### src/rtl/fifo_axis_reader.sv
// Drains a fixed-latency synchronous FIFO onto an AXI-Stream master port.
// Optional tlast generation when FIFO_AXIS_READER_TLAST_EN is defined.
module fifo_axis_reader #(
  parameter int DATA_W     = 32,
  parameter int RD_LATENCY = 2,
  parameter int BUF_DEPTH  = 4,
  parameter int BURST_LEN  = 16
) (
  input  logic                       clk,
  input  logic                       rst,
  input  logic                       fifo_empty,
  input  logic [DATA_W-1:0]          fifo_dout,
  output logic                       fifo_re,
  output logic [DATA_W-1:0]          m_tdata,
  output logic                       m_tvalid,
  input  logic                       m_tready,
`ifdef FIFO_AXIS_READER_TLAST_EN
  output logic                       m_tlast,
`endif
  output logic [$clog2(BUF_DEPTH):0] occupancy
);

  localparam int PW = $clog2(BUF_DEPTH);
  localparam int CW = PW + 1;
  localparam int SW = CW + 1;

  logic [PW-1:0]         wr_ptr_q, wr_ptr_d;
  logic [PW-1:0]         rd_ptr_q, rd_ptr_d;
  logic [CW-1:0]         count_q, count_d;
  logic [RD_LATENCY-1:0] pipe_q, pipe_d;
  logic [DATA_W-1:0]     buf_q [BUF_DEPTH];
  logic [SW-1:0]         infl_cnt;
  logic [SW-1:0]         used;
  logic [SW-1:0]         limit;
  logic                  push;
  logic                  pop;

  always_comb begin
    infl_cnt = '0;
    for (int i = 0; i < RD_LATENCY; i++)
      infl_cnt = infl_cnt + SW'(pipe_q[i]);
  end

  assign push     = pipe_q[RD_LATENCY-1];
  assign m_tvalid = (count_q != '0);
  assign pop      = m_tvalid & m_tready;

  // A word leaving this cycle frees its slot for a new read.
  assign used    = SW'(count_q) + infl_cnt;
  assign limit   = SW'(BUF_DEPTH) + SW'(pop);
  assign fifo_re = !rst && !fifo_empty && (used < limit);

  always_comb begin
    pipe_d    = pipe_q << 1;
    pipe_d[0] = fifo_re;
    wr_ptr_d  = wr_ptr_q + PW'(push);
    rd_ptr_d  = rd_ptr_q + PW'(pop);
    count_d   = count_q + CW'(push) - CW'(pop);
  end

  always_ff @(posedge clk) begin
    if (rst) begin
      wr_ptr_q <= '0;
      rd_ptr_q <= '0;
      count_q  <= '0;
      pipe_q   <= '0;
    end else begin
      wr_ptr_q <= wr_ptr_d;
      rd_ptr_q <= rd_ptr_d;
      count_q  <= count_d;
      pipe_q   <= pipe_d;
    end
  end

  always_ff @(posedge clk) begin
    if (!rst && push)
      buf_q[wr_ptr_q] <= fifo_dout;
  end

  assign m_tdata   = m_tvalid ? buf_q[rd_ptr_q] : '0;
  assign occupancy = count_q;

`ifdef FIFO_AXIS_READER_TLAST_EN
  localparam int BW = (BURST_LEN > 1) ? $clog2(BURST_LEN) : 1;
  localparam logic [BW-1:0] LAST = BW'(BURST_LEN - 1);

  logic [BW-1:0] burst_q, burst_d;

  always_comb begin
    burst_d = burst_q;
    if (pop)
      burst_d = (burst_q == LAST) ? '0 : burst_q + BW'(1);
  end

  always_ff @(posedge clk) begin
    if (rst) burst_q <= '0;
    else     burst_q <= burst_d;
  end

  assign m_tlast = m_tvalid && (burst_q == LAST);
`endif

endmodule

### config.mk
export PLATFORM = sky130hd
export DESIGN_NAME = fifo_axis_reader
export DESIGN_NICKNAME = d
export VERILOG_FILES = /design/src/rtl/fifo_axis_reader.sv
export SDC_FILE = /design/constraint.sdc
export NUM_CORES = 1
export LEC_CHECK = 0
export CORE_MARGIN = 4
export CORE_UTILIZATION = 44
export CTS_BUF_LIST = sky130_fd_sc_hd__clkbuf_16
export CTS_CLUSTER_SIZE = 10
export DETAILED_ROUTE_END_ITERATION = 8
export PLACE_DENSITY = 0.69
export RECOVER_POWER = 25
export SLEW_MARGIN = 0
export SYNTH_ARGS = -nofsm -noshare
export SYNTH_HDL_FRONTEND = slang
export SYNTH_SLANG_ARGS = --single-unit
### constraint.sdc
create_clock -name clk -period 4.9 [get_ports clk]
set_clock_uncertainty 0.05 [all_clocks]
set_input_delay 0.98 -clock clk [delete_from_list [all_inputs] [get_ports clk]]
set_output_delay 0.98 -clock clk [all_outputs]
set_load 0.05 [all_outputs]
==> impl_metrics.ini, run 1 <==
[floorplanning]
io_pins = 73
die_area_mm2 = 0.0140
rows = 40
placeableCoreArea_mm2 = 0.0120
die_x_um = 118
initial_core_util_pct = 44.8
dieHeight_um = 118

[pwr]
swShare_pct = 33.7
p_seq_share_pct = 33.3
power.density_mw_per_mm2 = 611
p_int_w = 0.00278
max-vdd-ir-drop_mv = 0.395
p_sw_w = 0.00141
p_leak_nw = 2.24
combinationalPowerShare_pct = 34.4
p_clk_share_pct = 32.3

[grt]
grt_pass1_wl_um = 15100
grtUsageTotal_pct = 14.7
grt_max_degree = 34
grt-ovfl-total = 0
grt_antenna_before_repair = 1
first_global_vias = 2802

[logic_synthesis]
avgSynthCellArea_um2 = 21.0
synth-seq-cells = 137
ys_seq_area_share_pct = 75.1
synth_top_area_cell = edfxtp_1
ys_top_cells_by_area = edfxtp_1 72%, mux4_2 12%, and2_1 3.7%
synthesis.instances = 255
netlist_top_cells_count = 128 x edfxtp_1, 32 x and2_1, 28 x mux4_2, 9 x dfxtp_1, 7 x nor2_1
yosysMostFrequentCell = edfxtp_1
yosys.area.top_type_share_pct = 71.7
synthArstFlopShare_pct = 0
synthDistinctLibCells = 25
synth_edf_count = 128
synthesis.area_mm2 = 0.00536
ys.flop_type = edfxtp_1
synthesis.nets = 297
synth_warnings = 0

[finish]
final_cell_area_mm2 = 0.00685
multi_input_area_mm2 = 0.00123
fill_cells = 901
nets = 378
drive_gt1_share_pct = 18.7
syn2layout_area_growth_pct = 27.8
ff_latch_area_mm2 = 0.00403

[detailed_routing]
ant_nets = 0
via_per_inst = 5.24
drt_first_pass_iters = 4
drt_iter0_drc = 132
num_vias = 2595
routed_wl_um = 9560
post-route-drc-count = 0
drt-wirelength-per-cell_um = 19.3

[timing]
max_freq_mhz = 240
finalSetupViolations = 0
min_period_ps = 4160
slew_headroom_pct = 29.8
timing.final.crit_share_pct = 84.9
tightest_slew_ps = 1050
finalSetupTns_ps = 0
slew_viol_final = 0
rsz0062_at_grt = false
final_hold_viol_count = 0

[cts]
clk_pin_slew_ps = 50
cts_hold_buf = 0
cts_buffer_depth = 2
htreeDepth = 4
cts_tree = built
post_cts_buffers = 0
numCtsBuffers = 17
ctsResizeCount = 0
clock-sinks = 137
worstSkewPairLatency_ps = 410
cts_root_buf = clkbuf_16

[flow_run]
maxCapViolations = 0

[placed_design]
dpl_cell_area_mm2 = 0.00621
port_buffers = 72
place.gp.congestion = 0.773

[outcome]
status = finished clean

[critical_path]
cp-end-kind = primary output
cp.required_ps = 3870
worstPathMaxFanout = 6
crit_type = flop to primary output
cp-start-kind = flop
arrival_ps = 3130

[worst_hold_path]
hold_class = flop to flop
==> stage by stage <==
stage,util (%),total power [W],std cells,worst slack [ps],hold slack (ps)
floorplan,-,0.00245,255,104,388
global placement,52.0,0.00287,464,870,404
detailed placement,52.0,0.00288,464,814,410
CTS,57.2,0.00424,494,674,417
global route,57.2,0.00436,495,552,452
finish,57.2,0.00418,495,738,407
==> kinds of logic after synthesis <==
kind of cell	Yosys count	synth area share, %
and+or+nand+nor	51	5.42
adders and majority gates	6	1.68
DFF	137	75.1
xor gates and xnor gates	5	0.817
AOI/OAI and AO/OA	5	0.794
buffers and inverters	19	2.45
muxes	32	13.7
==> layer usage <==
layer	vias up	GRT usage (%)	wire length, um
li1	1184	-	-
met1	1331	18.2	4150
met2	66	22.9	4700
met3	14	5.60	570
met4	0	6.59	137
met5	-	0	0
==> worst max-delay path, stage by stage (launching register included) <==
cell and delay (ps):
dfxtp_1 420, inv_1 90, fa_1 410, inv_1 90, ha_1 230, o31a_1 300
a2111oi_1 290, clkdlybuf4s50_1 880
==> area by class of cell <==
class / count / share of cell area (%)
flip-flops and latches: 137 / 58.8
clock inverters: 13 / 2.96
diodes: 1 / 0.0366
clock buffers: 17 / 6.21
inverters: 6 / 0.329
multi-input cells: 99 / 17.9
repair buffers: 75 / 11.0
well taps: 147 / 2.69
==> cell usage in the layout (no fill, tap or decap), types with 3 or more instances in the layout <==
cell and count:
mux4_2 28, mux4_1 4, edfxtp_1 128, dfxtp_1 7, nand2_1 4, xor2_1 4
ha_1 4, clkdlybuf4s50_1 53, and2_1 32, clkinvlp_4 3, nor2_1 5, clkbuf_16 17
bufinv_16 5, nor2b_1 4, dlygate4sd3_1 19, inv_1 6
==> final timing paths <==
kind	from	cells after the start	to	slack (ps)
max	occupancy[0]	7	fifo_re	740
min	pipe_q[0]	2	pipe_q[1]	410
min reg2reg	pipe_q[0]	2	pipe_q[1]	410
max reg2reg	occupancy[0]	6	pipe_q[0]	2900
==> power by group through the flow <==
stage,Sequential (W),Combinational (W),Clock (W)
after floorplan,0.00139,0.00106,0
after global placement,0.00142,0.00145,0
after detailed placement,0.00142,0.00146,0
after CTS,0.00140,0.00147,0.00138
after global routing,0.00141,0.00152,0.00143
final,0.00139,0.00144,0.00135
==> state kept, by name (all words and copies together), names as in the netlist <==
register and count:
buf_q 128, wr_ptr_q 2, pipe_q 2, rd_ptr_q 2
occupancy 3
(Power assumes the default switching activity.)
==> run 2, diff against run 1 <==
--- a/config.mk
+++ b/config.mk
@@ -10,7 +10,7 @@
 export CTS_BUF_LIST = sky130_fd_sc_hd__clkbuf_16
 export CTS_CLUSTER_SIZE = 10
 export DETAILED_ROUTE_END_ITERATION = 8
-export PLACE_DENSITY = 0.69
+export PLACE_DENSITY = 0.66
 export RECOVER_POWER = 25
 export SLEW_MARGIN = 0
 export SYNTH_ARGS = -nofsm -noshare
==> constraint.sdc (replaced) <==
create_clock -name clk -period 4.13 [get_ports clk]
set_clock_uncertainty 0.05 [all_clocks]
set_input_delay 0.826 -clock clk [delete_from_list [all_inputs] [get_ports clk]]
set_output_delay 0.826 -clock clk [all_outputs]
set_load 0.05 [all_outputs]
==> impl_metrics.ini, run 2 (synthesis results as in run 1) <==
[pwr]
p_sw_w = 0.00166
p_seq_share_pct = 33.1
swShare_pct = 34.2
combinationalPowerShare_pct = 36.6
p_int_w = 0.00319
max-vdd-ir-drop_mv = 0.463
power.density_mw_per_mm2 = 708
p_clk_share_pct = 30.4
p_leak_nw = 2.27

[timing]
holdWs_ps = 415
rsz0062_at_grt = false
slew_headroom_pct = 43.2
min_period_ps = 3590
timing.final.crit_share_pct = 86.9
tightest_slew_ps = 853
slew_viol_final = 0
final_hold_viol_count = 0
max_freq_mhz = 278
finalSetupViolations = 0

[placed_design]
place.gp.congestion = 0.782
dpl_cell_area_mm2 = 0.00627
port_buffers = 72
dp_hpwl_um = 5370

[critical_path]
crit_type = flop to primary output
path_cells = inv_1, fa_1, inv_1, ha_1, o31a_1, a2111oi_1, dlymetal6s2s_1
cp-end-kind = primary output
critPathMostFrequentCell = inv_1
worstPathMaxFanout = 6
path_delay_family = buffers and inverters
cp.required_ps = 3250
path_buf_inv = 3
slowest_delay_ps = 470
arrival_ps = 2710
cp-start-kind = flop
slowest_stage = dlymetal6s2s_1

[finish]
final_common_cell = edfxtp_1
largest-register = buf_q
layout_common_cells = 128 x edfxtp_1, 51 x clkdlybuf4s50_1, 32 x and2_1
nets = 382
largest_reg_flops = 128
syn2layout_area_growth_pct = 27.9
final_cell_area_mm2 = 0.00685
drive_gt1_share_pct = 19.9

[floorplanning]
io_pins = 73
initial_core_util_pct = 44.8
die_x_um = 118
dieHeight_um = 118
die_area_mm2 = 0.0140
placeableCoreArea_mm2 = 0.0120
rows = 40

[cts]
htreeDepth = 4
numCtsBuffers = 17
cts_root_buf = clkbuf_16
worstSkewPairLatency_ps = 400
cts_hold_buf = 0
cts_tree = built
clock-sinks = 137
cts_buffer_depth = 2
post_cts_buffers = 0
clk_pin_slew_ps = 50

[detailed_routing]
routed_wl_um = 9210
met1_length_um = 4070
drt_first_pass_iters = 4
post-route-drc-count = 0
met2_length_um = 4560
routed.top_layer = met5
num_vias = 2590
drt-wirelength-per-cell_um = 18.5
ant_nets = 0
wl_met3_um = 511
via_per_inst = 5.19
drt_iter0_drc = 149

[grt]
grt_antenna_before_repair = 2
grt_pass1_wl_um = 14700
grt_max_degree = 33
grtUsageTotal_pct = 14.0
first_global_vias = 2825
grt-ovfl-total = 0

[worst_hold_path]
hold_class = flop to flop

[flow_run]
maxCapViolations = 0

[outcome]
status = finished clean
==> run 2: cell types whose count changed in the layout (fill, tap and decap cells not counted), moves of 2 or more <==
cell and delta:
clkinv_2 +3, bufinv_16 -2, clkdlybuf4s50_1 -2, clkinvlp_4 -2, clkinv_4 +3, buf_4 +3
==> run 2: cell type report <==
class	count	area, um^2
multi-input cells	99	1230
diodes	1	2.50
inverters	6	22.5
clock buffers	17	425
clock inverters	13	156
repair buffers	79	801
well taps	147	184
flip-flops and latches	137	4030
fillers	911	5110
==> run 2: per-stage QoR <==
| step | instances | setup slack [ps] | power [W] | utilization (%) | TNS [ps] |
|---|---|---|---|---|---|
| 6_report | 499 | 539 | 0.00485 | 57.3 | 0 |
| 5_1_grt | 499 | 347 | 0.00506 | 57.3 | 0 |
| 4_1_cts | 498 | 118 | 0.00491 | 57.2 | 0 |
| 3_5_place_dp | 468 | 414 | 0.00344 | 52.4 | 0 |
| 3_3_place_gp | 468 | 413 | 0.00343 | 52.4 | 0 |
| 2_1_floorplan | 255 | -289 | 0.00291 | - | -289 |
==> run 2: worst paths after layout <==
| kind | from | endpoint | slack, ps | depth (start not counted) |
|---|---|---|---|---|
| setup / recovery | occupancy[0] | fifo_re | 540 | 7 |
| hold / removal | pipe_q[0] | pipe_q[1] | 420 | 2 |
| setup reg to reg | occupancy[1] | occupancy[2] | 1650 | 8 |
| hold reg to reg | pipe_q[0] | pipe_q[1] | 420 | 2 |
==> run 2: routing by layer <==
metal	track usage [%]	vias to the layer above
li1	-	1187
met1	18.1	1328
met2	21.8	64
met3	5.36	9
met4	4.69	2
met5	0	-
==> run 2: what timing repair did <==
item	in CTS	in global routing
endpoints found under the hold margin	0	0
setup endpoints to repair	0	1
gates resized for setup	0	1
==> run 2: power by group through the flow <==
| stage | logic (W) | clock network [W] | registers, W |
|---|---|---|---|
| floorplan | 0.00126 | 0 | 0.00164 |
| global placement | 0.00180 | 0 | 0.00163 |
| detailed placement | 0.00181 | 0 | 0.00163 |
| CTS | 0.00181 | 0.00150 | 0.00161 |
| global route | 0.00188 | 0.00157 | 0.00161 |
| finish | 0.00177 | 0.00147 | 0.00160 |
==> run 2: tightest hold or removal path: cells and delay by family, from the launching register on <==
kind	cells	cell delay [ps]
buffers and inverters	1	80
AND/OR/NAND/NOR	1	40
flip-flops	1	300
==> run 3, diff against run 2 <==
--- a/config.mk
+++ b/config.mk
@@ -5,7 +5,6 @@
 export SDC_FILE = /design/constraint.sdc
 export NUM_CORES = 1
 export LEC_CHECK = 0
-export CORE_MARGIN = 4
 export CORE_UTILIZATION = 44
 export CTS_BUF_LIST = sky130_fd_sc_hd__clkbuf_16
 export CTS_CLUSTER_SIZE = 10
==> constraint.sdc (replaced) <==
create_clock -name clk -period 4.13 [get_ports clk]
set_clock_uncertainty 0.05 [all_clocks]
set_input_delay 0.826 -clock clk [delete_from_list [all_inputs] [get_ports clk]]
set_output_delay 0.826 -clock clk [all_outputs]
set_load 0.005 [all_outputs]
==> impl_metrics.ini, run 3 (synthesis results as in run 1) <==
[timing]
finalSetupViolations = 0
max_freq_mhz = 269
min_period_ps = 3720
rsz0062_at_grt = false
slew_viol_final = 0
finalSetupTns_ps = 0
slew_headroom_pct = 37.5
tightest_slew_ps = 938
final_hold_viol_count = 0
finalWorstSetupSlack_ps = 411
timing.final.crit_share_pct = 90.0

[grt]
grt_antenna_before_repair = 0
grt_pass1_wl_um = 14800
grt-ovfl-total = 0
grtUsageTotal_pct = 16.4
first_global_vias = 2741
grt_max_degree = 34

[cts]
htreeDepth = 4
clk_pin_slew_ps = 60
cts_buffer_depth = 2
cts_tree = built
ctsResizeCount = 0
worstSkewPairLatency_ps = 400
cts_root_buf = clkbuf_16
numCtsBuffers = 17
clock-sinks = 137
post_cts_buffers = 0
cts_hold_buf = 0

[detailed_routing]
routed_wl_um = 9370
num_vias = 2582
post-route-drc-count = 8
drt_first_pass_iters = 7
via_per_inst = 5.17
ant_nets = 0
drt_iter0_drc = 131
drt-wirelength-per-cell_um = 18.8

[critical_path]
arrival_ps = 2840
worstPathMaxFanout = 6
crit_type = flop to primary output
cp-start-kind = flop
cp-end-kind = primary output
cp.required_ps = 3250

[floorplanning]
die_x_um = 112
io_pins = 73
rows = 39
placeableCoreArea_mm2 = 0.0117
initial_core_util_pct = 45.9
dieHeight_um = 112
die_area_mm2 = 0.0126

[placed_design]
dp_hpwl_um = 5610
port_buffers = 72
place.gp.congestion = 0.776
pre_cts_ws_ps = 663

[finish]
largest-register = buf_q
antenna_cells = 0
nets = 385
largest_reg_flops = 128
drive_gt1_share_pct = 21.1
syn2layout_area_growth_pct = 29.4
fill_cells = 849
final_common_cell = edfxtp_1
layout_common_cells = 128 x edfxtp_1, 53 x clkdlybuf4s50_1, 32 x and2_1

[pwr]
swShare_pct = 23.6
p_seq_share_pct = 38.1
p_sw_w = 0.00102
max-vdd-ir-drop_mv = 0.352
p_leak_nw = 2.29
power.density_mw_per_mm2 = 625
combinationalPowerShare_pct = 24.4
p_int_w = 0.00331
p_clk_share_pct = 37.5

[worst_hold_path]
hold_class = flop to flop

[outcome]
violations = DRC
status = complete, but fails checks

[flow_run]
maxCapViolations = 0
## run 3: final timing paths
check	start	end	slack, ps	cells after the start
max reg2reg	occupancy[1]	occupancy[2]	1700	8
max	occupancy[0]	fifo_re	410	7
min reg2reg	pipe_q[0]	pipe_q[1]	410	2
min	pipe_q[0]	pipe_q[1]	410	2
## run 3: metal layers
metal | global-route usage, % | vias to the layer above | routed length (um)
met5 | 0 | - | 0
met4 | 5.78 | 0 | 44
met3 | 5.56 | 5 | 412
met2 | 25.3 | 68 | 4430
met1 | 21.9 | 1314 | 4470
li1 | - | 1195 | -
## run 3: through the flow
stage / hold slack, ps / area (um^2) / cells / utilization, % / power [W]
detailed placement: 405 / 6280 / 467 / 53.9 / 0.00277
CTS: 415 / 6930 / 499 / 59.4 / 0.00440
global placement: 402 / 6280 / 467 / 53.9 / 0.00275
global route: 474 / 6930 / 499 / 59.4 / 0.00453
finish: 413 / 6930 / 499 / 59.4 / 0.00433
floorplan: 388 / 5360 / 255 / - / 0.00225
## run 3: worst max-delay path, stage by stage, from the launching register on
cell	delay (ps)
dfxtp_1	430
inv_1	100
fa_1	410
inv_1	90
ha_1	230
o31a_1	310
a2111oi_0	280
clkdlybuf4s50_1	580
## run 3: power by group through the flow
stage          sequential, W  combinational [W]  clock [W]
6_report             0.00165            0.00106    0.00163
2_1_floorplan        0.00161           0.000641          0
5_1_grt              0.00166            0.00115    0.00171
4_1_cts              0.00165            0.00109    0.00166
3_3_place_gp         0.00168            0.00107          0
3_5_place_dp         0.00168            0.00108          0
## run 3: cell type report
class	instances	area, um^2	area share [%]
flip-flops and latches	137	4030	58.1
multi-input cells	99	1230	17.8
repair buffers	82	821	11.8
clock buffers	17	425	6.14
clock inverters	15	225	3.25
well taps	143	179	2.58
inverters	6	22.5	0.325
